File: config.mk
export PLATFORM = sky130hd
export DESIGN_NAME = jpeg_block_sequencer_flat
export DESIGN_NICKNAME = d
export VERILOG_FILES = /design/src/rtl/jpeg_block_sequencer_if.sv /design/src/rtl/jpeg_block_sequencer.sv /design/src/flat_wrapper.sv
export SDC_FILE = /design/constraint.sdc
export NUM_CORES = 1
export LEC_CHECK = 0
export ABC_AREA = 0
export CAP_MARGIN = 10
export CORE_MARGIN = 2
export CORE_UTILIZATION = 38
export CTS_CLUSTER_SIZE = 20
export DETAILED_ROUTE_END_ITERATION = 16
export DONT_BUFFER_PORTS = 1
export SLEW_MARGIN = 20
export SYNTH_ARGS = -nofsm -noshare
export SYNTH_HDL_FRONTEND = slang
export SYNTH_SLANG_ARGS = --single-unit
File: constraint.sdc
create_clock -name clk -period 2.2 [get_ports clk]
set_clock_uncertainty 0.05 [all_clocks]
set_input_delay 0.44 -clock clk [delete_from_list [all_inputs] [get_ports clk]]
set_output_delay 0.44 -clock clk [all_outputs]
set_load 0.01 [all_outputs]
File: src/rtl/jpeg_block_sequencer_if.sv
// Control and BRAM-read bus of the JPEG 8x8 block sequencer.
// The master side is the top-level control; the slave side is the sequencer.
interface jpeg_block_sequencer_if #(
    parameter int unsigned BLK_W = 8
);
    logic             start;
    logic [BLK_W-1:0] num_blocks;
    logic             stall;
    logic             busy;
    logic             done;
    logic             rd_en;
    logic [5:0]       addr_input;
    logic [5:0]       addr_quant;
    logic             sample_valid;
    logic [5:0]       sample_idx;
    logic [BLK_W-1:0] block_idx;

    modport master (
        output start, num_blocks, stall,
        input  busy, done, rd_en, addr_input, addr_quant,
        input  sample_valid, sample_idx, block_idx
    );

    modport slave (
        input  start, num_blocks, stall,
        output busy, done, rd_en, addr_input, addr_quant,
        output sample_valid, sample_idx, block_idx
    );
endinterface

File: src/rtl/jpeg_block_sequencer.sv
// Walks the input-sample and quant-table BRAMs for N 64-sample blocks and tags
// every returning sample with its index and block number after BRAM_LAT cycles.
module jpeg_block_sequencer #(
    parameter int unsigned BRAM_LAT   = 2,
    parameter logic [5:0]  QUANT_BASE = 6'd47,
    parameter int unsigned BLK_W      = 8
) (
    input logic                   clk,
    input logic                   rst,
    input logic                   ce,
    jpeg_block_sequencer_if.slave bus
);

    localparam logic [1:0] StIdle  = 2'd0;
    localparam logic [1:0] StRun   = 2'd1;
    localparam logic [1:0] StFlush = 2'd2;
    localparam logic [1:0] StDone  = 2'd3;

    localparam int unsigned FlushW = (BRAM_LAT > 1) ? $clog2(BRAM_LAT) : 1;
    localparam logic [FlushW-1:0] FlushLast = FlushW'(BRAM_LAT - 1);

    logic [1:0]        state_q, state_d;
    logic [5:0]        addr_q, addr_d;
    logic [BLK_W-1:0]  blk_q, blk_d;
    logic [BLK_W-1:0]  nblk_q, nblk_d;
    logic [FlushW-1:0] flush_q, flush_d;
    logic              rd_en;
    logic              last_blk;

    // Latency pipe: stage 0 holds the read issued last cycle, the tail is the output.
    logic             pipe_v_q   [BRAM_LAT];
    logic [5:0]       pipe_idx_q [BRAM_LAT];
    logic [BLK_W-1:0] pipe_blk_q [BRAM_LAT];

    assign rd_en    = (state_q == StRun) && ce && !bus.stall;
    assign last_blk = (blk_q == nblk_q - BLK_W'(1));

    always_comb begin
        state_d = state_q;
        addr_d  = addr_q;
        blk_d   = blk_q;
        nblk_d  = nblk_q;
        flush_d = flush_q;
        case (state_q)
            StIdle: begin
                if (bus.start) begin
                    nblk_d  = bus.num_blocks;
                    blk_d   = '0;
                    addr_d  = '0;
                    state_d = (bus.num_blocks == '0) ? StDone : StRun;
                end
            end
            StRun: begin
                if (!bus.stall) begin
                    addr_d = addr_q + 6'd1;
                    if (addr_q == 6'd63) begin
                        if (last_blk) begin
                            state_d = StFlush;
                            flush_d = '0;
                        end else begin
                            blk_d = blk_q + BLK_W'(1);
                        end
                    end
                end
            end
            StFlush: begin
                if (flush_q == FlushLast) begin
                    state_d = StDone;
                end else begin
                    flush_d = flush_q + FlushW'(1);
                end
            end
            StDone: begin
                state_d = StIdle;
                addr_d  = '0;
                blk_d   = '0;
            end
            default: state_d = StIdle;
        endcase
    end

    // Next-state logic ignores ce; the whole register set simply holds when ce=0.
    always_ff @(posedge clk) begin
        if (!rst) begin
            state_q <= StIdle;
            addr_q  <= '0;
            blk_q   <= '0;
            nblk_q  <= '0;
            flush_q <= '0;
            for (int i = 0; i < BRAM_LAT; i++) begin
                pipe_v_q[i]   <= 1'b0;
                pipe_idx_q[i] <= '0;
                pipe_blk_q[i] <= '0;
            end
        end else if (ce) begin
            state_q       <= state_d;
            addr_q        <= addr_d;
            blk_q         <= blk_d;
            nblk_q        <= nblk_d;
            flush_q       <= flush_d;
            pipe_v_q[0]   <= rd_en;
            pipe_idx_q[0] <= addr_q;
            pipe_blk_q[0] <= blk_q;
            for (int i = 1; i < BRAM_LAT; i++) begin
                pipe_v_q[i]   <= pipe_v_q[i-1];
                pipe_idx_q[i] <= pipe_idx_q[i-1];
                pipe_blk_q[i] <= pipe_blk_q[i-1];
            end
        end
    end

    assign bus.busy         = (state_q != StIdle);
    assign bus.done         = (state_q == StDone) && ce;
    assign bus.rd_en        = rd_en;
    assign bus.addr_input   = addr_q;
    assign bus.addr_quant   = QUANT_BASE + addr_q;
    assign bus.sample_valid = pipe_v_q[BRAM_LAT-1] && ce;
    assign bus.sample_idx   = pipe_idx_q[BRAM_LAT-1];
    assign bus.block_idx    = pipe_blk_q[BRAM_LAT-1];

endmodule
File: src/flat_wrapper.sv
// flat-port wrapper written by rule: the top's interface ports become plain ports
module jpeg_block_sequencer_flat 
#(
    parameter int unsigned BRAM_LAT   = 2,
    parameter logic [5:0]  QUANT_BASE = 6'd47,
    parameter int unsigned BLK_W      = 8
)
  (clk, rst, ce, bus_start, bus_num_blocks, bus_stall, bus_busy, bus_done, bus_rd_en, bus_addr_input, bus_addr_quant, bus_sample_valid, bus_sample_idx, bus_block_idx);
  jpeg_block_sequencer_if #(.BLK_W(BLK_W)) bus_i ();
  input logic clk;
  input logic rst;
  input logic ce;
  input wire logic [$bits(bus_i.start)-1:0] bus_start;
  input wire logic [$bits(bus_i.num_blocks)-1:0] bus_num_blocks;
  input wire logic [$bits(bus_i.stall)-1:0] bus_stall;
  output wire logic [$bits(bus_i.busy)-1:0] bus_busy;
  output wire logic [$bits(bus_i.done)-1:0] bus_done;
  output wire logic [$bits(bus_i.rd_en)-1:0] bus_rd_en;
  output wire logic [$bits(bus_i.addr_input)-1:0] bus_addr_input;
  output wire logic [$bits(bus_i.addr_quant)-1:0] bus_addr_quant;
  output wire logic [$bits(bus_i.sample_valid)-1:0] bus_sample_valid;
  output wire logic [$bits(bus_i.sample_idx)-1:0] bus_sample_idx;
  output wire logic [$bits(bus_i.block_idx)-1:0] bus_block_idx;
  assign bus_i.start = bus_start;
  assign bus_i.num_blocks = bus_num_blocks;
  assign bus_i.stall = bus_stall;
  assign bus_busy = bus_i.busy;
  assign bus_done = bus_i.done;
  assign bus_rd_en = bus_i.rd_en;
  assign bus_addr_input = bus_i.addr_input;
  assign bus_addr_quant = bus_i.addr_quant;
  assign bus_sample_valid = bus_i.sample_valid;
  assign bus_sample_idx = bus_i.sample_idx;
  assign bus_block_idx = bus_i.block_idx;
  jpeg_block_sequencer #(.BRAM_LAT(BRAM_LAT), .QUANT_BASE(QUANT_BASE), .BLK_W(BLK_W)) u_core (.clk(clk), .rst(rst), .ce(ce), .bus(bus_i));
endmodule
* Word-level counts from Yosys, hierarchy flattened *
Memories as Yosys holds them, arrays and structs flattened.
Index checks and enable logic that the tools add are counted.

storage, ports and cells
  memory bits (writable) = 30
  memories kept = 3
  input port bits = 13
  bits in registers = 25
  logic and storage cells = 75
  output and inout port bits = 30

memory list
  memory             depth  width  read ports  clocked after Yosys merged registers in  write ports  line                        text
  u_core.pipe_blk_q  2      8      2           0                                        2            jpeg_block_sequencer.sv:33  logic [BLK_W-1:0] pipe_blk_q [BRAM_LAT];
  u_core.pipe_idx_q  2      6      2           0                                        2            jpeg_block_sequencer.sv:32  logic [5:0] pipe_idx_q [BRAM_LAT];
  u_core.pipe_v_q    2      1      2           0                                        2            jpeg_block_sequencer.sv:31  logic pipe_v_q [BRAM_LAT];

cells by class
  bitwise operators = 6
  add/subtract/negate cells = 5
  equality and inequality tests = 11
  muxes and demuxes = 30
  reductions and logical operators = 15

operators by type and width
  cell                 count
  $mux 8               6
  $mux 6               4
  $pmux 8 s3           1
  $pmux 6 s3           1
  $mux 2               6
  $reduce_and 6->1     2
  $mux 1               10
  $add 8x1->8 const B  1
  $eq 8x8->1           1
  $logic_not 8->1      1
  $ne 2x2->1 const B   4
  $pmux 2 s4           1
  $sub 8x1->8 const B  1
  $add 6x1->6 const B  1
  $add 6x6->6 const A  1
  $eq 6x6->1 const B   1
  $or 1x1->1           6
  $reduce_and 5->1     1
  $eq 2x2->1 const B   2
  $logic_and 1x1->1    4
  $ne 2x1->1 const B   2
  $reduce_and 4->1     1
  $reduce_bool 2->1    2
  $reduce_and 3->1     1
  other kinds (6)      6

* Longest topological paths before layout *
  word-level depth = 6
  mapped depth = 10
  gate-level depth less buffers = 8

* Least setup slack after synthesis *
Ideal clock, no wire load.

  path type = flip-flop to flip-flop
  start = register u_core.nblk_q[2]
  end = register u_core.blk_q[5]
  slack = -70 ps
  required time = 2080 ps
  buffers on the path = 1
  clock period less this slack = 2270 ps
  arrival time = 2149 ps
  library setup time = 70 ps
  stages on the path, launching flop included = 8
  cell sequence = dfxtp_1 > buf_6 > or3_4 > o31a_1 > o211a_1 > o2111a_2 > or4_1 > a21oi_1

between the ends
  word-level cells in the longest chain between the ends = 4

ends and longest elaborated chain
  element                     line                        text
  start, declared             jpeg_block_sequencer.sv:25  logic [BLK_W-1:0] nblk_q, nblk_d;
  start signal, assigned      jpeg_block_sequencer.sv:99  nblk_q <= nblk_d;
  $sub 8x1->8                 jpeg_block_sequencer.sv:36  assign last_blk = (blk_q == nblk_q - BLK_W'(1));
  $eq 8x8->1                  jpeg_block_sequencer.sv:36
  $ne 2x2->1 (no line)        n/a
  $reduce_and 6->1 (no line)  n/a
  end signal, assigned        jpeg_block_sequencer.sv:98  blk_q <= blk_d;
  end, declared               jpeg_block_sequencer.sv:24  logic [BLK_W-1:0] blk_q, blk_d;

Every way passes these cells.
A chain may end at the register's enable or synchronous reset.

* Worst setup path in the final report *
  start = register u_core.nblk_q[4]
  end = register u_core.blk_q[5]

Same word-level chain as after synthesis.

==> results.tsv <==
stage	metric	value	unit
layout	num-nets-final	289	
die	dieArea	8210	um2
clock_network	cts_root_buf	clkbuf_8	
routing	viasPerCell	5.14	
setup_path	crit_path_start	u_core.nblk_q[4]$_SDFFE_PN0P_	
global_routing	track_usage	12.9	%
sta	max_slew_margin	67.2	%
placement	place_congestion	0.776	
setup_path	r2r_slack	-0.07	ns
min_path	hold_start	rst	
outcome	violations	setup timing	
setup_path	startpoint_type	flip-flop	
pwr	combPwrFrac	16.0	%
pwr	power_frac_clock	27.6	%
yosys	syn_nets	286	
clock_network	cts_tree	built	
pwr	ir_drop	0.342	mV
clock_network	clkTransAtPathRegs	0.10	ns
yosys	yosys_most_used_dff	edfxtp_1	
setup_path	end_kind	flip-flop	
yosys	synth_edf_count	30	
yosys	synth_area_per_cell	10.8	um2
routing	wl_per_cell	14.0	um
sta	worst_pin_slew	0.491	ns
die	die_w	90.6	um
pwr	p_leak	1.31	nW
pwr	internal_power	1.51	mW
setup_path	path_max_fanout	6	
routing	vias	1890	
yosys	yosysMostFrequentCell	and3_1	
sta	hold_slack	0.198	ns
clock_network	cts.sinks	55	
routing	firstDrtPassIters	4	
min_path	worstHoldPathCells	1	
routing	drt_iter0_markers	69	
die	io_pins	43	
global_routing	grt_max_degree	48	
global_routing	antenna_found_initial	0	
pwr	switchingPower	0.560	mW
die	initial_core_util	39.3	%
yosys	synth_warnings	0	
layout	num_antenna_cells	0	
outcome	outcome	finished with violations	
min_path	hp-class	primary input to flip-flop	
routing	wl	5.16	mm
sta	fin_ws	-0.0677	ns
layout	drive_gt1_share	19.7	%
pwr	p_per_area	659	nW/um2
yosys	ys_types	47	
setup_path	required	2.40	ns
global_routing	grt_pass1_vias	1759	
die	coreArea	7250	um2
setup_path	r2r-end	u_core.blk_q[5]$_SDFFE_PN0P_	
global_routing	overflow	0	
yosys	synth.area.top_cells	edfxtp_1 (32%), dfxtp_1 (18%), and3_1 (7.0%)	
min_path	holdPathEnd	u_core.nblk_q[0]$_SDFFE_PN0P_	
layout	final_cell_count_no_fill	368	
sta	rsz0062_at_grt	yes	
placement	dp_hpwl	3.39	mm
sta	period_share	103	%
sta	maxSlewViolCount	0	
clock_network	cts-buffers-inserted	5	
setup_path	arrival	2.47	ns
placement	placed_cells	357	
yosys	ys_seq_elements	55	
setup_path	r2r_cells	6	
yosys	netlist_area	2850	um2
sta	fmax	441	MHz
yosys	synth_common_cells	and3_1 (32), edfxtp_1 (30), dfxtp_1 (25), buf_4 (15)	
die	fp-row-count	31	
clock_network	clkLatencyLatePin	0.31	ns
clock_network	htree_levels	2	
sta	fin_crit	2.27	ns
yosys	ys_seq_area_share	49.2	%
placement	port_buffers	0	
yosys	synth_largest_area_cell	edfxtp_1	
routing	ant_nets	0	
setup_path	path_class	flip-flop to flip-flop	
yosys	postSynthCellCount	265	
layout	final_core_util	43.3	%
sta	hold_viol_final	0	
layout	area_delta_synth_final	10.1	%
sta	setup_viol	4	
global_routing	grt_pass1_wl	8.58	mm
setup_path	reg2reg_from	u_core.nblk_q[4]$_SDFFE_PN0P_	
layout	fillers	723	
job	maxCapViolCount	0	
yosys	netlist.area_leader.share	31.6	%
die	die_h	90.6	um
yosys	synth-async-reset-ratio	0	%
routing	drc	0	
pwr	p_sw_share	27.1	%
clock_network	cts.path.max_buffers	2	
pwr	power.share.sequential	56.3	%
critical path, stage by stage (launching register included):
cell	delay (ns)
dfxtp_2	0.34
or3_4	0.38
o31a_1	0.29
o211a_1	0.24
o2111a_2	0.31
or4_1	0.47
a21oi_1	0.13
registers in the layout, summed over array words and instances, names as in the netlist:
signal                 cells
u_core.blk_q               8
u_core.bus.addr_input      6
u_core.flush_q             1
u_core.nblk_q              8
u_core.pipe_blk_q         16
u_core.pipe_idx_q         12
u_core.pipe_v_q            2
u_core.state_q             2
through the flow:
stage,power (mW),instance area [um2],setup TNS [ns],setup WS [ns]
floorplan,1.45,2850,-0.106,-0.0371
global placement,1.49,2940,-0.00114,-0.00114
detailed placement,1.49,2940,-0.0820,-0.0459
CTS,2.07,3070,-0.355,-0.0746
global route,2.17,3140,-0.694,-0.121
finish,2.07,3140,-0.183,-0.0677
area by class of cell:
type                       instances  area, um2  share of cell area [%]
clock inverter                     3       22.5                   0.718
tap                               99        124                    3.95
clock buffer                       5       68.8                    2.19
inverter                          10       37.5                    1.20
timing repair buffer              25        195                    6.22
multi-input combinational        171       1290                    41.0
sequential                        55       1400                    44.7
kinds of logic (layout without fill, tap and decap cells):
group                    Yosys count  after routing  synth area share [%]
buffers and inverters             40             43                  8.74
flip-flops                        55             55                  49.2
AND/OR/NAND/NOR                   97             97                  20.1
adder cells (fa/ha/maj)            8              8                  3.51
AO/OA/AOI/OAI                     38             39                  9.18
multiplexers                      10             10                  3.51
XOR/XNOR                          17             17                  5.84
power groups by stage:
stage	logic [mW]	registers, mW	clock network [mW]
3_3_place_gp	0.300	1.19	0
4_1_cts	0.316	1.16	0.590
5_1_grt	0.369	1.17	0.635
2_1_floorplan	0.265	1.18	0
6_report	0.332	1.16	0.571
3_5_place_dp	0.304	1.19	0
cells in the final DEF, fill, tap and decap left out, types with 8 or more instances in the layout:
master | netlist | final
a21oi_1 | 10 | 9
ha_1 | 8 | 8
inv_1 | 10 | 10
xor2_1 | 10 | 10
buf_4 | 15 | 23
nor2b_1 | 9 | 8
and3_1 | 32 | 32
mux2i_1 | 10 | 10
edfxtp_1 | 30 | 30
dfxtp_1 | 25 | 23
nor2_1 | 9 | 9
nand2_1 | 10 | 10
repair_timing:
item	in CTS	in global routing
gates resized for setup	6	14
hold buffers	0	0
gates cloned	1	0
hold endpoints to repair	0	0
pin swaps	9	6
buffers inserted	1	1
setup endpoints to repair	7	11
per-layer routing:
layer  global-route usage (%)  share of wire [%]
met4                     4.62                1.5
met1                     17.4                 47
met5                        0                  0
met3                     3.09                4.8
met2                     20.1                 46
worst max-delay path by stage:
stage	endpoint	slack [ns]
floorplan	u_core.blk_q[3]$_SDFFE_PN0P_	-0.04
global placement	u_core.blk_q[5]$_SDFFE_PN0P_	-0.001
detailed placement	u_core.blk_q[5]$_SDFFE_PN0P_	-0.05
CTS	u_core.blk_q[5]$_SDFFE_PN0P_	-0.07
global route	u_core.blk_q[5]$_SDFFE_PN0P_	-0.12
finish	u_core.blk_q[5]$_SDFFE_PN0P_	-0.07
No activity file was read; power rests on OpenSTA's default activity.
